## config.mk

```make
export PLATFORM = sky130hd
export DESIGN_NAME = scan_sequencer
export DESIGN_NICKNAME = d
export VERILOG_FILES = /design/src/rtl/scan_pkg.sv /design/src/rtl/scan_sequencer_dwell_timer.sv /design/src/rtl/scan_sequencer.sv
export SDC_FILE = /design/constraint.sdc
export NUM_CORES = 1
export LEC_CHECK = 0
export ABC_AREA = 1
export ABC_CLOCK_PERIOD_IN_PS = 1700
export BUFFER_PORTS_ARGS = -buffer_cell sky130_fd_sc_hd__buf_4
export CAP_MARGIN = 20
export CORE_UTILIZATION = 49
export CTS_BUF_LIST = sky130_fd_sc_hd__clkbuf_8 sky130_fd_sc_hd__clkbuf_16
export DETAILED_ROUTE_END_ITERATION = 8
export GPL_ROUTABILITY_DRIVEN = 0
export PLACE_DENSITY = 0.71
export SLEW_MARGIN = 20
export SYNTH_ARGS = -nofsm -noshare
export SYNTH_HDL_FRONTEND = slang
export SYNTH_HIERARCHICAL = 1
export SYNTH_SLANG_ARGS = --single-unit
```

## constraint.sdc

```tcl
create_clock -name clk -period 1.7 [get_ports clk]
set_clock_uncertainty 0.05 [all_clocks]
set_input_delay 0.255 -clock clk [delete_from_list [all_inputs] [get_ports clk]]
set_output_delay 0.255 -clock clk [all_outputs]
set_load 0.02 [all_outputs]
```

## src/rtl/scan_pkg.sv

```systemverilog
// Shared definitions for the scan sequencer: state encoding, select width, decoder fan-out.
// Latency: n/a (types and constants only).
// Backpressure: n/a.
package scan_pkg;

    localparam int NUM_OUT = 16;
    localparam int SEL_W   = $clog2(NUM_OUT);

    typedef enum logic [1:0] {
        IDLE = 2'd0,
        SCAN = 2'd1,
        DONE = 2'd2
    } state_e;

    // Natural overflow gives the 15 -> 0 step for ranges that wrap.
    function automatic logic [0:SEL_W-1] next_index(input logic [0:SEL_W-1] cur);
        return cur + 1'b1;
    endfunction

endpackage

```

## src/rtl/scan_sequencer_dwell_timer.sv

```systemverilog
// Dwell counter: counts cycles while run is high and pulses tc on the last cycle of each dwell.
// Latency: tc is combinational from the count; the count restarts at 0 the cycle after tc.
// Backpressure: none; clear has priority over run.
module dwell_timer
    import scan_pkg::*;
#(
    parameter int DWELL = 4
) (
    input  logic clk,
    input  logic rst,
    input  logic clear,
    input  logic run,
    output logic tc
);

    localparam int              CNT_W    = (DWELL > 1) ? $clog2(DWELL) : 1;
    localparam logic [CNT_W-1:0] LAST_CNT = CNT_W'(DWELL - 1);

    logic [CNT_W-1:0] cnt_q;
    logic [CNT_W-1:0] cnt_d;

    always_comb begin
        tc    = run && (cnt_q == LAST_CNT);
        cnt_d = cnt_q;
        if (clear) begin
            cnt_d = '0;
        end else if (run) begin
            cnt_d = tc ? '0 : cnt_q + 1'b1;
        end
    end

    always_ff @(posedge clk) begin
        if (rst) begin
            cnt_q <= '0;
        end else begin
            cnt_q <= cnt_d;
        end
    end

endmodule

```

## src/rtl/scan_sequencer.sv

```systemverilog
// Scan sequencer: steps a 4-bit select from first to last, DWELL cycles per index, for an external 4-to-16 decoder.
// Latency: sel/sel_en valid the cycle after start is sampled; done/wrap are one-cycle registered pulses.
// Backpressure: none; start is ignored outside IDLE, stop aborts SCAN on the next edge.
module scan_sequencer
    import scan_pkg::*;
#(
    parameter int DWELL = 4
) (
    input  logic             clk,
    input  logic             rst,
    input  logic             start,
    input  logic             stop,
    input  logic             cont,
    input  logic [0:SEL_W-1] first,
    input  logic [0:SEL_W-1] last,
    output logic [0:SEL_W-1] sel,
    output logic             sel_en,
    output logic             busy,
    output logic             done,
    output logic             wrap
);

    state_e           state_q;
    state_e           state_d;
    logic [0:SEL_W-1] sel_q;
    logic [0:SEL_W-1] sel_d;
    logic             sel_en_q;
    logic             sel_en_d;
    logic             busy_q;
    logic             busy_d;
    logic             done_q;
    logic             done_d;
    logic             wrap_q;
    logic             wrap_d;
    logic [0:SEL_W-1] first_q;
    logic [0:SEL_W-1] first_d;
    logic [0:SEL_W-1] last_q;
    logic [0:SEL_W-1] last_d;
    logic             cont_q;
    logic             cont_d;

    logic             timer_clear;
    logic             timer_run;
    logic             dwell_tc;

    // The counter only runs in SCAN, so it is already zero on the first cycle of every scan.
    assign timer_run   = (state_q == SCAN);
    assign timer_clear = (state_q != SCAN);

    dwell_timer #(
        .DWELL (DWELL)
    ) u_dwell (
        .clk   (clk),
        .rst   (rst),
        .clear (timer_clear),
        .run   (timer_run),
        .tc    (dwell_tc)
    );

    always_comb begin
        state_d  = state_q;
        sel_d    = sel_q;
        sel_en_d = sel_en_q;
        busy_d   = busy_q;
        done_d   = 1'b0;
        wrap_d   = 1'b0;
        first_d  = first_q;
        last_d   = last_q;
        cont_d   = cont_q;

        case (state_q)
            IDLE: begin
                sel_en_d = 1'b0;
                busy_d   = 1'b0;
                if (start) begin
                    first_d  = first;
                    last_d   = last;
                    cont_d   = cont;
                    sel_d    = first;
                    sel_en_d = 1'b1;
                    busy_d   = 1'b1;
                    state_d  = SCAN;
                end
            end

            SCAN: begin
                // Abort outranks every end-of-dwell action, including done and wrap.
                if (stop) begin
                    state_d  = IDLE;
                    sel_en_d = 1'b0;
                    busy_d   = 1'b0;
                end else if (dwell_tc) begin
                    if (sel_q != last_q) begin
                        sel_d = next_index(sel_q);
                    end else if (cont_q) begin
                        sel_d  = first_q;
                        wrap_d = 1'b1;
                    end else begin
                        state_d  = DONE;
                        sel_en_d = 1'b0;
                        busy_d   = 1'b0;
                        done_d   = 1'b1;
                    end
                end
            end

            DONE: begin
                state_d  = IDLE;
                sel_en_d = 1'b0;
                busy_d   = 1'b0;
            end

            default: begin
                state_d  = IDLE;
                sel_en_d = 1'b0;
                busy_d   = 1'b0;
            end
        endcase
    end

    always_ff @(posedge clk) begin
        if (rst) begin
            state_q  <= IDLE;
            sel_q    <= '0;
            sel_en_q <= 1'b0;
            busy_q   <= 1'b0;
            done_q   <= 1'b0;
            wrap_q   <= 1'b0;
            first_q  <= '0;
            last_q   <= '0;
            cont_q   <= 1'b0;
        end else begin
            state_q  <= state_d;
            sel_q    <= sel_d;
            sel_en_q <= sel_en_d;
            busy_q   <= busy_d;
            done_q   <= done_d;
            wrap_q   <= wrap_d;
            first_q  <= first_d;
            last_q   <= last_d;
            cont_q   <= cont_d;
        end
    end

    assign sel    = sel_q;
    assign sel_en = sel_en_q;
    assign busy   = busy_q;
    assign done   = done_q;
    assign wrap   = wrap_q;

endmodule

```

==> run summary <==
The worst setup path category is reg -> reg. The cell area that synthesis handed to floorplanning was 0.00104 sq mm. The cell count after synthesis is 155, and the fraction of power spent switching nets is 30.0%. The placed instances occupy a cell area of 0.00122 sq mm.

In this run the most used layer during global routing was met2. The critical path goes through inv_2 > nand2_1 > nand2_1 > nor2_2 > nand3_1 > nand2_2 > nand2_1 > nand2_1 > nor2_1. By count the netlist is led by nand2_1, nor2_1, dfxtp_1. Global routing used 4.91% of the available met3 tracks. For the core region area, the log shows 0.00198 sq mm.

For the synthesized net count, the log shows 170. After synthesis, flip-flops and latches occupy 38.6% of the total area. The flow ran to the end, and the final reports show no timing, DRC or antenna violations.

Broken down by cell family, the worst path's largest delay share belongs to simple AND/OR/NAND/NOR gates. The final cell utilization of the core was 64.3%; the area added between synthesis and finish was 22.8%. The tools report the final hold slack as 0.143 ns. Of the total synthesized cell area, the portion taken by XOR and XNOR cells is 0.843%.

The worst setup path is launched from a flop. The number of sinks handled by clock tree synthesis was 20. Final count of pins violating max slew: 0. For this run, the number of standard cells in the final layout without fillers is 205. The synthesized netlist devotes 13.6% of its cell area to compound gates.

The maximum clock insertion buffer count came out at 2. The number of placed instances, taps included, is 201. The maximum number of pins on one net before global-route repair was 14. Die extent in x: 48.0 um. By area the synthesized netlist is led by dfxtp_1, nand2_1, a21oi_1, nor2_1, inv_1. The share of total power dissipated in combinational logic is 24.5%. The post-layout net count was 194; the number of synthesized flops with an enable pin was 0.

Setup repair after global routing left no endpoint under its margin. Dividing the detail-routed wire length by the instance count gives 11.2 um. The combined global-route utilization of all metal layers was 21.7%; the internal power summed over all cells was 0.826 mW. 0 antenna diodes ended up in the layout.

The number of H-tree branching levels is 1. The number of nets with antenna violations after detailed routing came out at 0. Data on the critical path is required at its endpoint by 1.81 ns.

The first detailed-routing pass took 4 iterations. Counting the fill cells in the layout gives 181. Buffers placed on the I/O ports in this run total 20. Measured against its own limit, the worst slew margin works out to 74.4%.

21 I/O pins were placed. Final critical path time including I/O delays and setup: 1.56 ns. TritonCTS built the clock tree. The die covers 0.00231 sq mm. Maximum achievable frequency: 640 MHz. For the initial antenna violation count, the log shows 0. The first global-routing pass estimated 3.37 mm of wire. In the final layout, the multi-input gates occupy 515 sq um. Summed over all nets, the switching power comes to 0.355 mW. Registers take 400 sq um. The data arrival at the endpoint of the critical path was 1.67 ns; the transition at the pin with the smallest max-transition slack was 0.383 ns.

For this design the ratio of total power to cell area is 926 mW/mm^2. The share of the clock period used by the worst path after layout works out to 92.0%. The clock network latency to the later pin of the worst-skew pair came out at 0.26 ns.

After layout, the worst setup slack is 0.137 ns. The run gives 0 as the max-capacitance violation count. Using the TritonRoute via totals, the vias-per-cell ratio works out to 4.87. Worst path buffer plus inverter count: 1.

OpenSTA, run right after detailed placement, puts the worst setup slack at 0.152 ns. Main combinational cell family by area after synthesis: simple AND/OR/NAND/NOR gates. In this run, the clock network consumes 31.0% of the power. Met2 capacity usage during global routing: 35.9%. In the synthesized netlist the dominant register cell turns out to be dfxtp_1.

After floorplanning, the core was divided into 16 placement rows. Clock tree synthesis selected as its root buffer the cell clkbuf_8. After synthesis, the share of cell area in mux cells is 0%. Summing the areas of all fa, ha and maj instances in the mapped netlist gives 2.41% of the synthesized area. Once detailed placement completed, the half-perimeter wirelength came to 1.68 mm. The post-synthesis async set-or-reset flop share works out to 0%. Summing the areas of all and, or, nand and nor instances in the mapped netlist gives 32.8% of the synthesized area. The tools report the highest ir drop seen on vdd as 0.511 mV.

Global routing consumed, on the met1 layer, 25.6% of the routing resources. The die span in y was 48.0 um. The tools report the number of global-route vias before repair as 822.

The count of endpoints failing hold in the final timing report is 0, and the starting density of the core is 52.4%. Synthesis instantiated 22 different standard cells from the library. In the final timing run, aggregate negative setup slack is 0 ns. Summed over all cells, the static leakage comes to 0.597 nW. The tools report the final instance area as 0.00127 sq mm.

The Yosys step of the flow raised 6 warnings. The share of cells above drive strength 1 was 21.9%; the number of post-CTS setup repair buffers was 0. The share of total power dissipated in sequential elements is 44.5%. The most numerous cell type found on the critical path is nand2_1. Summed over all layers, the global routing overflow is 0. The violation count after the first detailed-routing iteration was 32; the delay of the slowest critical-path stage was 0.43 ns. The routed design has 2.29 mm of wire. By instance count, the leading cell after synthesis is nand2_1.

The final setup violation count is 0. The fraction of synthesized cell area taken by the top area cell type is 38.6%, and the sum of internal, switching and leakage power is 1.18 mW. For the via count, the log shows 999. The slowest stage of the critical path belongs to the cell dfxtp_1. The mean post-synth cell area came out at 6.70 sq um. Summed over all instances, the cell type with the most area after synthesis is dfxtp_1.

Along the worst path, the maximum fanout reaches 7. Endpoint kind of the worst setup timing path: a flop. After clock tree synthesis, the clock-pin slew on the worst setup and hold paths is 0.08 ns. In this run the worst hold path is classified as in -> reg. Buffers inserted during clock tree synthesis total 3. The number of DRC violations after detailed routing is 0, and the register bit total from synthesis is 20.
metal layers:
metal,up-vias,routed length (um)
met4,0,42
li1,538,-
met5,-,0
met2,18,1140
met1,439,1050
met3,4,59
area by class of cell:
type | instances | share of cell area [%]
Multi-Input combinational cell | 108 | 40.4
Sequential cell | 20 | 31.4
Timing Repair Buffer | 25 | 14.7
Inverter | 21 | 6.48
Clock buffer | 4 | 4.32
Tap cell | 27 | 2.65
kinds of logic (layout without fill, tap and decap cells):
family	after synthesis	in the layout
and+or+nand+nor	79	79
buffers and inverters	27	50
AOI/OAI and AO/OA	26	26
DFF	20	20
adders and majority gates	2	2
xor gates and xnor gates	1	1
layout by cell type (no fill, tap or decap):
master / count
a21oi_1: 16
buf_4: 25
clkbuf_8: 4
clkinvlp_4: 1
dfxtp_1: 20
ha_1: 2
inv_1: 17
inv_2: 3
nand2_1: 37
nand2_2: 1
nand2_4: 1
nand3_1: 13
nand4_1: 1
nor2_1: 21
nor2_2: 2
nor2_4: 1
nor3_1: 2
o21ai_0: 9
o21ai_4: 1
xor2_1: 1
repair_timing:
action | 4_1_cts | 5_1_grt
setup endpoints to repair | 0 | 4
hold buffers | 0 | 0
resized for setup | 0 | 1
registers in the layout, indices dropped and copies added (netlist names):
| register | flops |
|---|---|
| first_q | 4 |
| last_q | 4 |
| state_q | 2 |
| busy | 1 |
| done | 1 |
| u_dwell/cnt_q | 2 |
| wrap | 1 |
| sel | 4 |
| cont_q | 1 |
final timing paths:
check	slack, ns	to	from	cells past startpoint
max reg2reg	0.14	sel[1]	sel[1]	9
min	0.14	busy	rst	2
max	0.14	sel[1]	sel[1]	9
min reg2reg	0.41	first_q[0]	first_q[0]	2
power groups by stage:
stage                     combinational (mW)  clock (mW)  sequential, mW
after floorplan                        0.188           0           0.545
after global placement                 0.275           0           0.535
after detailed placement               0.281           0           0.536
after CTS                              0.288       0.367           0.525
after global routing                   0.322       0.390           0.530
final                                  0.290       0.366           0.525
Note: power is estimated with default switching activity, not from simulation.
